--- config.mk ---
export PLATFORM = sky130hd
export DESIGN_NAME = frame_scheduler
export DESIGN_NICKNAME = d
export VERILOG_FILES = /design/src/rtl/frame_scheduler.sv
export SDC_FILE = /design/constraint.sdc
export NUM_CORES = 1
export LEC_CHECK = 0
export BUFFER_PORTS_ARGS = -buffer_cell sky130_fd_sc_hd__buf_2
export CELL_PAD_IN_SITES_DETAIL_PLACEMENT = 1
export CELL_PAD_IN_SITES_GLOBAL_PLACEMENT = 1
export CORE_MARGIN = 10
export CORE_UTILIZATION = 41
export CTS_CLUSTER_DIAMETER = 80
export DETAILED_ROUTE_END_ITERATION = 6
export PLACE_DENSITY = 0.81
export SLEW_MARGIN = 20
export SYNTH_ARGS = -nofsm -noshare
export SYNTH_HDL_FRONTEND = slang
export SYNTH_SLANG_ARGS = --single-unit
--- constraint.sdc ---
create_clock -name clk_i -period 2.4 [get_ports clk_i]
set_clock_uncertainty 0.2 [all_clocks]
set_input_delay 0.48 -clock clk_i [delete_from_list [all_inputs] [get_ports clk_i]]
set_output_delay 0.48 -clock clk_i [all_outputs]
set_load 0.05 [all_outputs]
--- src/rtl/frame_scheduler.sv ---
// Frame sequencer for the wall-scroller: divides clk into frame ticks and walks each tick
// through PHYS1 -> PHYS2 -> SETUP -> DRAW, with a draw watchdog and sticky status flags.
module frame_scheduler #(
  parameter int unsigned TICK_DIV     = 833333,
  parameter int unsigned CNT_W        = 20,
  parameter int unsigned DRAW_TIMEOUT = 20000,
  parameter int unsigned TO_W         = 15
) (
  input  logic        clk_i,
  input  logic        resetn_i,
  input  logic        go_i,
  input  logic        pause_i,
  input  logic        endgame_i,
  input  logic        draw_done_i,
  output logic        menu_o,
  output logic        physics_o,
  output logic        setup_o,
  output logic        display_o,
  output logic        draw_start_o,
  output logic        timeout_err_o,
  output logic        frame_miss_o,
  output logic [15:0] frame_cnt_o,
  output logic [2:0]  state_o
);

  typedef enum logic [2:0] {
    StIdle  = 3'd0,
    StWait  = 3'd1,
    StPhys1 = 3'd2,
    StPhys2 = 3'd3,
    StSetup = 3'd4,
    StDraw  = 3'd5,
    StOver  = 3'd6
  } state_e;

  localparam logic [CNT_W-1:0] TickLast = CNT_W'(TICK_DIV - 1);
  localparam logic [TO_W-1:0]  WdLast   = TO_W'(DRAW_TIMEOUT - 1);

  state_e            state_q, state_d;
  logic [CNT_W-1:0]  cnt_q, cnt_d;
  logic [TO_W-1:0]   wd_q, wd_d;
  logic              pend_q, pend_d;
  logic              miss_q, miss_d;
  logic              terr_q, terr_d;
  logic [15:0]       frame_cnt_q, frame_cnt_d;
  logic              menu_q, physics_q, setup_q, display_q, draw_start_q;

  logic tick, start, advance;

  always_comb begin
    tick    = (cnt_q == TickLast);
    start   = (state_q == StIdle) && go_i;
    advance = (state_q == StWait) && go_i && !pause_i && pend_q;

    state_d     = state_q;
    wd_d        = '0;
    terr_d      = terr_q;
    frame_cnt_d = frame_cnt_q;

    case (state_q)
      StIdle:  if (go_i) state_d = StWait;
      StWait: begin
        if (!go_i) begin
          state_d = StIdle;
        end else if (advance) begin
          state_d = StPhys1;
        end
      end
      StPhys1: state_d = StPhys2;
      StPhys2: state_d = endgame_i ? StOver : StSetup;
      StSetup: state_d = StDraw;
      StDraw: begin
        // draw_done wins over a watchdog expiry in the same cycle
        if (draw_done_i) begin
          state_d     = StWait;
          frame_cnt_d = frame_cnt_q + 16'd1;
        end else if (wd_q == WdLast) begin
          state_d = StWait;
          terr_d  = 1'b1;
        end else begin
          wd_d = wd_q + TO_W'(1);
        end
      end
      StOver:  if (!go_i) state_d = StIdle;
      default: state_d = StIdle;
    endcase

    cnt_d  = tick ? '0 : cnt_q + CNT_W'(1);
    miss_d = miss_q | (tick & pend_q & ~advance);
    if (tick) begin
      pend_d = 1'b1;
    end else if (advance) begin
      pend_d = 1'b0;
    end else begin
      pend_d = pend_q;
    end

    // A fresh run starts with a clean tick phase and clean status
    if (start) begin
      cnt_d       = '0;
      pend_d      = 1'b0;
      miss_d      = 1'b0;
      terr_d      = 1'b0;
      frame_cnt_d = '0;
    end
  end

  always_ff @(posedge clk_i or negedge resetn_i) begin
    if (!resetn_i) begin
      state_q      <= StIdle;
      cnt_q        <= '0;
      wd_q         <= '0;
      pend_q       <= 1'b0;
      miss_q       <= 1'b0;
      terr_q       <= 1'b0;
      frame_cnt_q  <= '0;
      menu_q       <= 1'b1;
      physics_q    <= 1'b0;
      setup_q      <= 1'b0;
      display_q    <= 1'b0;
      draw_start_q <= 1'b0;
    end else begin
      state_q      <= state_d;
      cnt_q        <= cnt_d;
      wd_q         <= wd_d;
      pend_q       <= pend_d;
      miss_q       <= miss_d;
      terr_q       <= terr_d;
      frame_cnt_q  <= frame_cnt_d;
      menu_q       <= (state_d == StIdle) || (state_d == StOver);
      physics_q    <= (state_d == StPhys1) || (state_d == StPhys2);
      setup_q      <= (state_d == StSetup);
      display_q    <= (state_d == StDraw);
      draw_start_q <= (state_q == StSetup);
    end
  end

  assign menu_o        = menu_q;
  assign physics_o     = physics_q;
  assign setup_o       = setup_q;
  assign display_o     = display_q;
  assign draw_start_o  = draw_start_q;
  assign timeout_err_o = terr_q;
  assign frame_miss_o  = miss_q;
  assign frame_cnt_o   = frame_cnt_q;
  assign state_o       = state_q;

endmodule

==> impl_results.md, run 1 <==
- Status: completed
- Max-slew violations: 0
- Final period util: 0.967
- Pwr dens: 597 mW/mm^2
- Initial antenna violation count: 0
- IR drop worst, VDD: 0.276 mV
- Largest net degree at the start of global routing: 30
- Placement Rows: 31
- Critical path class: register to register
- Crit path DAT: 2.35 ns
- Total I/O pin count: 32
- CTS tree: yes
- GRT overflow: 0
- Number of global-route vias before repair: 2807
- Area contributors post-synth: dfrtp_1 (49%), nor2_1 (5.3%), xnor2_1 (5.1%)
- Chip width: 107 um
- Post-CTS Resized: 0
- Clk Latency, worst-skew pair: 0.34 ns
- Nets: 378
- Count of mapped cells out of synthesis: between 300 and 400
- Via Count: 2629
- Clock transition at the registers of the reported paths: roughly 0.06 ns
- Final hold violations: 0
- Syn Nets: 329
- First-pass GRT wire length: 13600 um
- Area grow syn2layout: 18.0%
- Detail Route Antenna Nets: 0
- Yosys top cell by area: dfrtp_1
- Slew headroom: 0.642
- Tot GR Track Use: 0.145
- Placer Congestion: 0.796
- RSZ-0062 raised after global routing: true
- Clock sink count: 62
- # diodes: 0
- CTS Buf Count: 9
- Worst hold path type: primary input to register
- Maximum clock path buffer count: 2
- DRC viols: 0
- Final WL: 7830 um
- Initial drt markers: 117
- Total power: 2.18 mW
- Cell variety after synth: 44
- Vias per cell: 5.61
- Launch point of the worst path: cnt_q[1]$_DFF_PN0_
- Area of the die: 0.0114 sq mm
- Fin crit period: 2.32 ns
- Worst hold slack: 0.116 ns
- I/O Buffers: 31
- Leakage: 1.60 nW
- CTS Root Cell: clkbuf_8
- CP max FO: 9
- Hold Crit Start: endgame_i
- Core Region: 0.00729 sq mm
- Synthesized area: 0.00310 sq mm
- Share of the synthesized area in the top cell type: 0.493
- TritonRoute pass-1 iters: 5
- Sequential share of the synthesized area: 0.501
- Die Y: 107 um
- Startpoint Class: register
- Layout cell share with drive strength beyond 1: 0.178
- Yosys warns: 0
- Setup crit end kind: register
- Syn Area/Cell: 9.72 sq um
- Htree depth: 3
- Worst-Margin Slew: 0.534 ns
- Fmax: about 430 MHz
- WL/cell: 16.7 um
- Final setup violation count: 0
- Initial core utilization: 0.425
- R2r startpoint: cnt_q[1]$_DFF_PN0_
- Max-Cap Viols: 0
- FF+latch count, synth: 62
- DP HPWL: 5420 um
- Critical Path RT: 2.43 ns
-- final cells by class --
cell class / instances / area [sq um]
clock buffers: 11 / 141
inverters: 8 / 30.0
flip-flops and latches: 62 / 1550
well taps: 99 / 124
clock inverters: 2 / 35.0
fillers: 873 / 3630
multi-input cells: 237 / 1460
repair buffers: 50 / 313
-- cells in the mapped netlist, drive strengths merged --
cell     number
o41ai         1
clkbuf       10
nand3b        1
a22o          1
inv           8
or4b          1
a21bo         1
a211o         1
o21a          2
and3          3
dfstp         1
o31ai         4
nor2b         1
o21ai        13
nand4b        3
nor3b         2
a21o          1
nor4          9
o2111ai       2
mux2i         1
a21oi        14
dfrtp        61
nand3        16
buf           2
xnor2        18
ha            4
and4          6
or3           8
and4b         3
nor3          8
and2          2
nand2        24
nor4b         2
mux2          1
xor2         15
or4           6
nand2b        3
and3b         1
nand4        14
o211ai        1
nor2         44
-- routing by layer --
layer / wire length, um / GRT usage
met5: 0 / 0
met4: 144 / 0.0667
met3: 362 / 0.0431
met2: 3890 / 0.238
met1: 3430 / 0.170
-- registers in the layout, indices dropped and copies added, names as in the netlist --
name / count
menu_o: 1
frame_miss_o: 1
timeout_err_o: 1
wd_q: 15
frame_cnt_o: 16
physics_o: 1
state_o: 3
cnt_q: 20
display_o: 1
pend_q: 1
setup_o: 1
draw_start_o: 1
-- what timing repair did --
action / CTS / global route
setup buffers: 0 / 3
endpoints found under the hold margin: 13 / 0
setup endpoints to repair: 0 / 18
hold buffers: 1 / 0
-- path summary, 6_finish.rpt --
check	to	slack, ns	cells after the start
setup / recovery	cnt_q[7]$_DFF_PN0_	0.08	7
max in group asynchronous	cnt_q[15]$_DFF_PN0_	1.00	3
min in group asynchronous	state_o[1]$_DFF_PN0_	0.40	2
hold reg to reg	timeout_err_o$_DFFE_PN0P_	0.29	1
hold / removal	setup_o$_DFF_PN0_	0.12	2
setup reg to reg	cnt_q[7]$_DFF_PN0_	0.08	7
-- critical path: stages, from the launching register on --
cell     delay (ns)
dfrtp_1        0.41
inv_1          0.07
ha_1           0.16
or4b_1         0.46
or4_4          0.51
o21ai_4        0.14
buf_4          0.18
nor2_1         0.08
-- where the power goes --
part           total (mW)  internal (mW)  switching, mW
combinational       0.191         0.0907          0.101
clock               0.878          0.489          0.389
sequential           1.11           1.07         0.0416
-- cell families after synthesis --
kind of cell	Yosys count	synth area share
adders and majority gates	4	0.0161
AOI/OAI and AO/OA	41	0.0840
muxes	2	0.00686
DFF	62	0.501
buffers and inverters	20	0.0270
and+or+nand+nor	157	0.272
xor gates and xnor gates	33	0.0933
-- stage by stage --
stage	setup slack (ns)	cell area [sq um]	util	cells	TNS, ns
after floorplan	0.141	3100	-	319	0
after global routing	-0.0159	3660	0.502	469	-0.0485
final	0.0800	3660	0.502	469	0
after global placement	0.190	3450	0.473	452	0
after CTS	0.0705	3640	0.499	466	0
after detailed placement	0.101	3450	0.473	452	0
-- placed cells by master, fill, tap and decap left out, drive strengths merged, types with 4 or more instances in the layout --
cell,count
and4,6
xor2,15
clkbuf,11
nand2,24
o31ai,4
nor2,44
or3,8
or4,6
buf,49
dfrtp,61
a21oi,14
nor4,9
nand3,16
nor3,8
inv,8
xnor2,18
o21ai,13
nand4,14
ha,4
Power figures use the tool's default switching activity.
==> run 2: changes to the inputs <==
Settings changed: CORE_MARGIN 10 to 3.
==> run 2 against run 1 <==
Die area down 24%. Count of clock-buffer cells in the layout is 1 higher. Flip-flop and latch count did not move. Design area down 0.24%. Non-clock buffer count down 3. Via count shrank 1.7%. Worst setup slack better by 0.047 ns. Critical path depth unchanged. Register-to-register slack improved by 0.05 ns. Worst hold slack worse by 0.0044 ns. Critical endpoint is now cnt_q[4]$_DFF_PN0_. Highest routed layer unchanged.
==> impl_results.md, run 2 (synthesized netlist as in run 1, its figures left out) <==
- Status: completed (unchanged)
- Placed Area: 0.00346 sq mm (was 0.00345 sq mm)
- Sw frac: 0.255 (was 0.243)
- Clock transition at the registers of the reported paths: 0.08 ns (was 0.06 ns)
- Critical Path RT: 2.42 ns (was 2.43 ns)
- Total power: 2.09 mW (was 2.18 mW)
- Pwr dens: 574 mW/mm^2 (was 597 mW/mm^2)
- Met3 usage: 0.0431 (about the same)
- Placement Rows: 31 (unchanged)
- Flop pwr share: 0.532 (was 0.510)
- Fmax: 440 MHz (was 431 MHz)
- Number of global-route vias before repair: 2675 (was 2807)
- Clock sink count: 62 (unchanged)
- Clock power frac: 0.397 (was 0.402)
- Maximum clock path buffer count: 2 (unchanged)
- Worst hold slack: 0.112 ns (was 0.116 ns)
- Crit path DAT: 2.29 ns (was 2.35 ns)
- Layout cell share with drive strength beyond 1: 0.178 (unchanged)
- Placer Congestion: 0.781 (was 0.796)
- Area of the die: 0.00864 sq mm (was 0.0114 sq mm)
- Via Count: 2584 (was 2629)
- Met2 GRT Util: 0.314 (was 0.238)
- Max reg flops: 20 (unchanged)
- Worst-Margin Slew: 0.569 ns (was 0.534 ns)
- Final Util: 0.501 (was 0.502)
- Die Y: 92.9 um (was 107 um)
- Clk Latency, worst-skew pair: 0.34 ns (about the same)
- Final hold violations: 0 (unchanged)
- Met1 GRT Util: 0.239 (was 0.170)
- Detail Route Antenna Nets: 0 (unchanged)
- IR drop worst, VDD: 0.197 mV (was 0.276 mV)
- Sw Pwr: 0.533 mW (was 0.531 mW)
- RSZ-0062 raised after global routing: false (was true)
- Slew headroom: 0.619 (was 0.642)
- Most flops, register: cnt_q (unchanged)
- Leakage: 1.59 nW (was 1.60 nW)
- Cts hold-fix bufs: 1 (unchanged)
- Initial drt markers: 75 (was 117)
- Chip width: 92.9 um (was 107 um)
- Crit path max-delay family: simple AND/OR/NAND/NOR gates (unchanged)
- Initial antenna violation count: 0 (unchanged)
- Commonest non-fill, non-tap cell in the layout: dfrtp_1 (unchanged)
- Final Instance Area: 0.00365 sq mm (was 0.00366 sq mm)
- DP HPWL: 5160 um (was 5420 um)
- Initial core utilization: 0.425 (unchanged)
- Setup crit end kind: register (unchanged)
- GRT overflow: 0 (unchanged)
- TritonRoute pass-1 iters: 4 (was 5)
- Tot GR Track Use: 0.191 (was 0.145)
- Int Pwr: 1.56 mW (was 1.65 mW)
- CTS Buf Count: 9 (unchanged)
- CTS tree: yes (unchanged)
- Nets: 375 (was 378)
- Fin Setup TNS: 0 ns (unchanged)
- DRC viols: 0 (unchanged)
- Area grow syn2layout: 17.8% (was 18.0%)
- Largest net degree at the start of global routing: 63 (was 30)
- Max-slew violations: 0 (unchanged)
- Largest stage delay on the critical path: 0.50 ns (was 0.51 ns)
- CP Cell Sequence: inv_1 -> ha_1 -> or4b_1 -> or4_4 -> o21ai_4 -> buf_12 -> nor2_1 (was inv_1 -> ha_1 -> or4b_1 -> or4_4 -> o21ai_4 -> buf_4 -> nor2_1)
- Critical path's slowest cell: or4_4 (unchanged)
- Post-CTS Resized: 0 (unchanged)
- First-pass GRT wire length: 13000 um (was 13600 um)
- Worst hold path type: primary input to register (unchanged)
- Final setup violation count: 0 (unchanged)
- Total I/O pin count: 32 (unchanged)
- Core Region: 0.00729 sq mm (unchanged)
- CP bufs+invs: 2 (unchanged)
- GR peak layer: met2 (unchanged)
- Final WL: 7500 um (was 7830 um)
- # diodes: 0 (unchanged)
- Vias per cell: 5.51 (was 5.61)
- Final period util: 0.947 (was 0.967)
- Post-CTS Setup Inserts: 0 (unchanged)
- Comb power frac: 0.071 (was 0.088)
- I/O Buffers: 31 (unchanged)
- Critical path class: register to register (unchanged)
- Startpoint Class: register (unchanged)
- WL/cell: 16.0 um (was 16.7 um)
- CTS Root Cell: clkbuf_8 (unchanged)
- CP max FO: 18 (was 9)
- Fin crit period: 2.27 ns (was 2.32 ns)
- Layout fillers: 864 (was 873)
- Max-Cap Viols: 0 (unchanged)
- Htree depth: 3 (unchanged)
- Most frequent cells in the layout: dfrtp_1 (61), nor2_1 (44), buf_2 (31) (unchanged)
[run 2: cell type report]
class                           count  area (sq um)  share of cell area
Clock inverter                      4          22.5             0.00617
Sequential cell                    62          1550               0.425
Inverter                            8          30.0             0.00823
Multi-Input combinational cell    237          1460               0.401
Tap cell                           99           124              0.0339
Timing Repair Buffer               47           303              0.0830
Clock buffer                       12           155              0.0425
[run 2: power by group through the flow]
stage	Clock, mW	Sequential [mW]	Combinational, mW
floorplan	0	1.12	0.0897
global placement	0	1.13	0.143
detailed placement	0	1.13	0.150
CTS	0.861	1.11	0.152
global route	0.906	1.12	0.169
finish	0.831	1.11	0.148
[run 2: per-layer routing]
| metal | wire, um | share of wire | up-vias |
|---|---|---|---|
| met1 | 3410 | 0.45 | 1296 |
| met2 | 3730 | 0.50 | 41 |
| met3 | 254 | 0.034 | 11 |
| li1 | - | - | 1236 |
| met5 | 0 | 0 | - |
| met4 | 107 | 0.014 | 0 |
[run 2: path summary, 6_finish.rpt]
check	slack, ns	end	from	cells after the start
setup / recovery	0.13	cnt_q[4]$_DFF_PN0_	cnt_q[1]$_DFF_PN0_	7
hold / removal	0.11	setup_o$_DFF_PN0_	endgame_i	2
setup reg to reg	0.13	cnt_q[4]$_DFF_PN0_	cnt_q[1]$_DFF_PN0_	7
hold reg to reg	0.29	wd_q[0]$_DFF_PN0_	wd_q[0]$_DFF_PN0_	1
max in group asynchronous	1.21	cnt_q[7]$_DFF_PN0_	resetn_i	3
min in group asynchronous	0.49	state_o[1]$_DFF_PN0_	resetn_i	3
[run 2: per-stage QoR]
| step | cells | setup WS, ns |
|---|---|---|
| after CTS | 469 | 0.117 |
| after detailed placement | 452 | 0.124 |
| after floorplan | 319 | 0.141 |
| after global placement | 452 | 0.189 |
| final | 469 | 0.126 |
| after global routing | 469 | 0.0221 |
==> run 3: changes to the inputs <==
Settings changed: SETUP_SLACK_MARGIN set to 0.3.
==> run 3 against run 2 <==
Flip-flop and latch count unchanged. First-iteration DRC count increased by 31%. Sequential power hardly changed. Design area rose by 2.7%. Register-to-register slack better by 0.02 ns. Via count rose by 2.7%. Cell count up 0.43%. Count of clock-buffer cells in the layout shrank 3. Critical path type unchanged. Highest routed layer unchanged. Die area is the same.
==> impl_results.md, run 3 (synthesized netlist as in run 1, its figures left out) <==
- Status: completed (unchanged)
- CTS tree: yes (unchanged)
- Initial core utilization: 0.425 (unchanged)
- Critical Path RT: 2.43 ns (was 2.42 ns)
- Final hold violations: 0 (unchanged)
- Final WL: 8300 um (was 7500 um)
- CTS Root Cell: clkbuf_8 (unchanged)
- Register area: 0.00156 sq mm (was 0.00155 sq mm)
- GRT overflow: 0 (unchanged)
- CP max FO: 18 (unchanged)
- Chip width: 92.9 um (unchanged)
- Area grow syn2layout: 21.0% (was 17.8%)
- I/O Buffers: 31 (unchanged)
- Clock sink count: 62 (unchanged)
- Crit path max-delay family: simple AND/OR/NAND/NOR gates (unchanged)
- Leakage: 1.62 nW (was 1.59 nW)
- DRC viols: 0 (unchanged)
- CP bufs+invs: 2 (unchanged)
- Max-Cap Viols: 0 (unchanged)
- Area of the die: 0.00864 sq mm (unchanged)
- Htree depth: 3 (unchanged)
- First-pass GRT wire length: 13800 um (was 13000 um)
- Fmax: 443 MHz (was 440 MHz)
- Fin crit period: 2.26 ns (was 2.27 ns)
- Final setup violation count: 0 (unchanged)
- Layout fillers: 849 (was 864)
- DP HPWL: 5330 um (was 5160 um)
- Critical path's slowest cell: or4_4 (unchanged)
- Final period util: 0.940 (was 0.947)
- # diodes: 0 (unchanged)
- Worst hold path type: primary input to register (unchanged)
- Placement Rows: 31 (unchanged)
- Nets: 377 (was 375)
- IR drop worst, VDD: 0.253 mV (was 0.197 mV)
- Detail Route Antenna Nets: 0 (unchanged)
- Initial drt markers: 98 (was 75)
- Clock transition at the registers of the reported paths: 0.08 ns (about the same)
- Fin Setup TNS: 0 ns (unchanged)
- Final Util: 0.514 (was 0.501)
- Core Region: 0.00729 sq mm (unchanged)
- Die Y: 92.9 um (unchanged)
- Startpoint Class: register (unchanged)
- Total power: 2.42 mW (was 2.09 mW)
- Tot GR Track Use: 0.204 (was 0.191)
- Max-slew violations: 0 (unchanged)
- R2R Setup Slk: 0.14 ns (was 0.13 ns)
- Number of global-route vias before repair: 2798 (was 2675)
- Largest net degree at the start of global routing: 63 (unchanged)
- Pre-CTS setup slack: 0.125 ns (was 0.124 ns)
- Vias per cell: 5.63 (was 5.51)
- Critical path class: register to register (unchanged)
- Clk Latency, worst-skew pair: 0.35 ns (was 0.34 ns)
- Via Count: 2653 (was 2584)
- Total I/O pin count: 32 (unchanged)
- Largest stage delay on the critical path: 0.45 ns (was 0.50 ns)
- Most flops, register: cnt_q (unchanged)
- Pwr dens: 646 mW/mm^2 (was 574 mW/mm^2)
- Layout cell share with drive strength beyond 1: 0.196 (was 0.178)
- Crit path DAT: 2.29 ns (about the same)
- Initial antenna violation count: 0 (unchanged)
- Final setup margin: 0.143 ns (was 0.126 ns)
- Maximum clock path buffer count: 2 (unchanged)
- Max reg flops: 20 (unchanged)
- WL/cell: 17.6 um (was 16.0 um)
- Most frequent cells in the layout: dfrtp_1 (59), nor2_1 (44), buf_2 (31) (was dfrtp_1 (61), nor2_1 (44), buf_2 (31))
- CP Cell Sequence: inv_1 -> ha_1 -> or4b_1 -> or4_4 -> o21ai_4 -> buf_12 -> nor2_1 (unchanged)
- Placer Congestion: 0.819 (was 0.781)
- Commonest non-fill, non-tap cell in the layout: dfrtp_1 (unchanged)
- Setup crit end kind: register (unchanged)
- TritonRoute pass-1 iters: 4 (unchanged)
- Slew headroom: 0.621 (was 0.619)
- CTS Buf Count: 9 (unchanged)
- RSZ-0062 raised after global routing: true (was false)
- Footprint of the multi-input gates: 0.00148 sq mm (was 0.00146 sq mm)
- Worst-Margin Slew: 0.567 ns (was 0.569 ns)
==> run 3: cell count changes in the layout (fill, tap and decap cells not counted), moves of 2 or more <==
cell	delta
buf_4	+2
bufinv_16	+3
clkbuf_8	-2
clkinv_2	-3
clkinv_4	+2
dfrtp_1	-2
dfrtp_2	+2
==> run 3: timing repair <==
action / 4_1_cts / 5_1_grt
hold buffers: 1 / 0
pin swaps: 0 / 1
endpoints found under the setup margin: 18 / 26
buffers inserted: 1 / 3
gates cloned: 0 / 0
resized for setup: 0 / 4
endpoints found under the hold margin: 61 / 0
==> run 3: path summary, 6_finish.rpt <==
path,startpoint,to,depth (start not counted)
max,cnt_q[0]$_DFF_PN0_,cnt_q[6]$_DFF_PN0_,7
min,endgame_i,setup_o$_DFF_PN0_,2
max reg2reg,cnt_q[0]$_DFF_PN0_,cnt_q[6]$_DFF_PN0_,7
min reg2reg,wd_q[0]$_DFF_PN0_,wd_q[0]$_DFF_PN0_,1
max in group asynchronous,resetn_i,menu_o$_DFF_PN1_,3
min in group asynchronous,resetn_i,physics_o$_DFF_PN0_,3
==> run 3: through the flow <==
stage	cells	instance area (sq um)	hold WS (ns)
after floorplan	319	3100	-0.0156
after global placement	450	3450	0.275
after detailed placement	450	3450	0.284
after CTS	468	3720	0.109
after global routing	471	3750	0.126
final	471	3750	0.114
==> run 3: metal layers <==
layer,GRT usage,share of wire,vias up
li1,-,-,1235
met1,0.244,0.43,1343
met2,0.356,0.52,60
met3,0.0431,0.033,15
met4,0.0781,0.020,0
met5,0,0,-
==> run 3: final cells by class <==
| type | count | area share |
|---|---|---|
| sequential | 62 | 0.415 |
| inverter | 8 | 0.00801 |
| multi-input combinational | 237 | 0.394 |
| tap | 99 | 0.0330 |
| clock buffer | 9 | 0.0330 |
| clock inverter | 7 | 0.0327 |
| timing repair buffer | 49 | 0.0848 |
==> run 3: where the power goes <==
group	total [mW]	leakage [nW]	switching [mW]	internal, mW
registers	1.11	0.853	0.0373	1.07
logic	0.175	0.656	0.102	0.0728
clock network	1.14	0.116	0.445	0.693
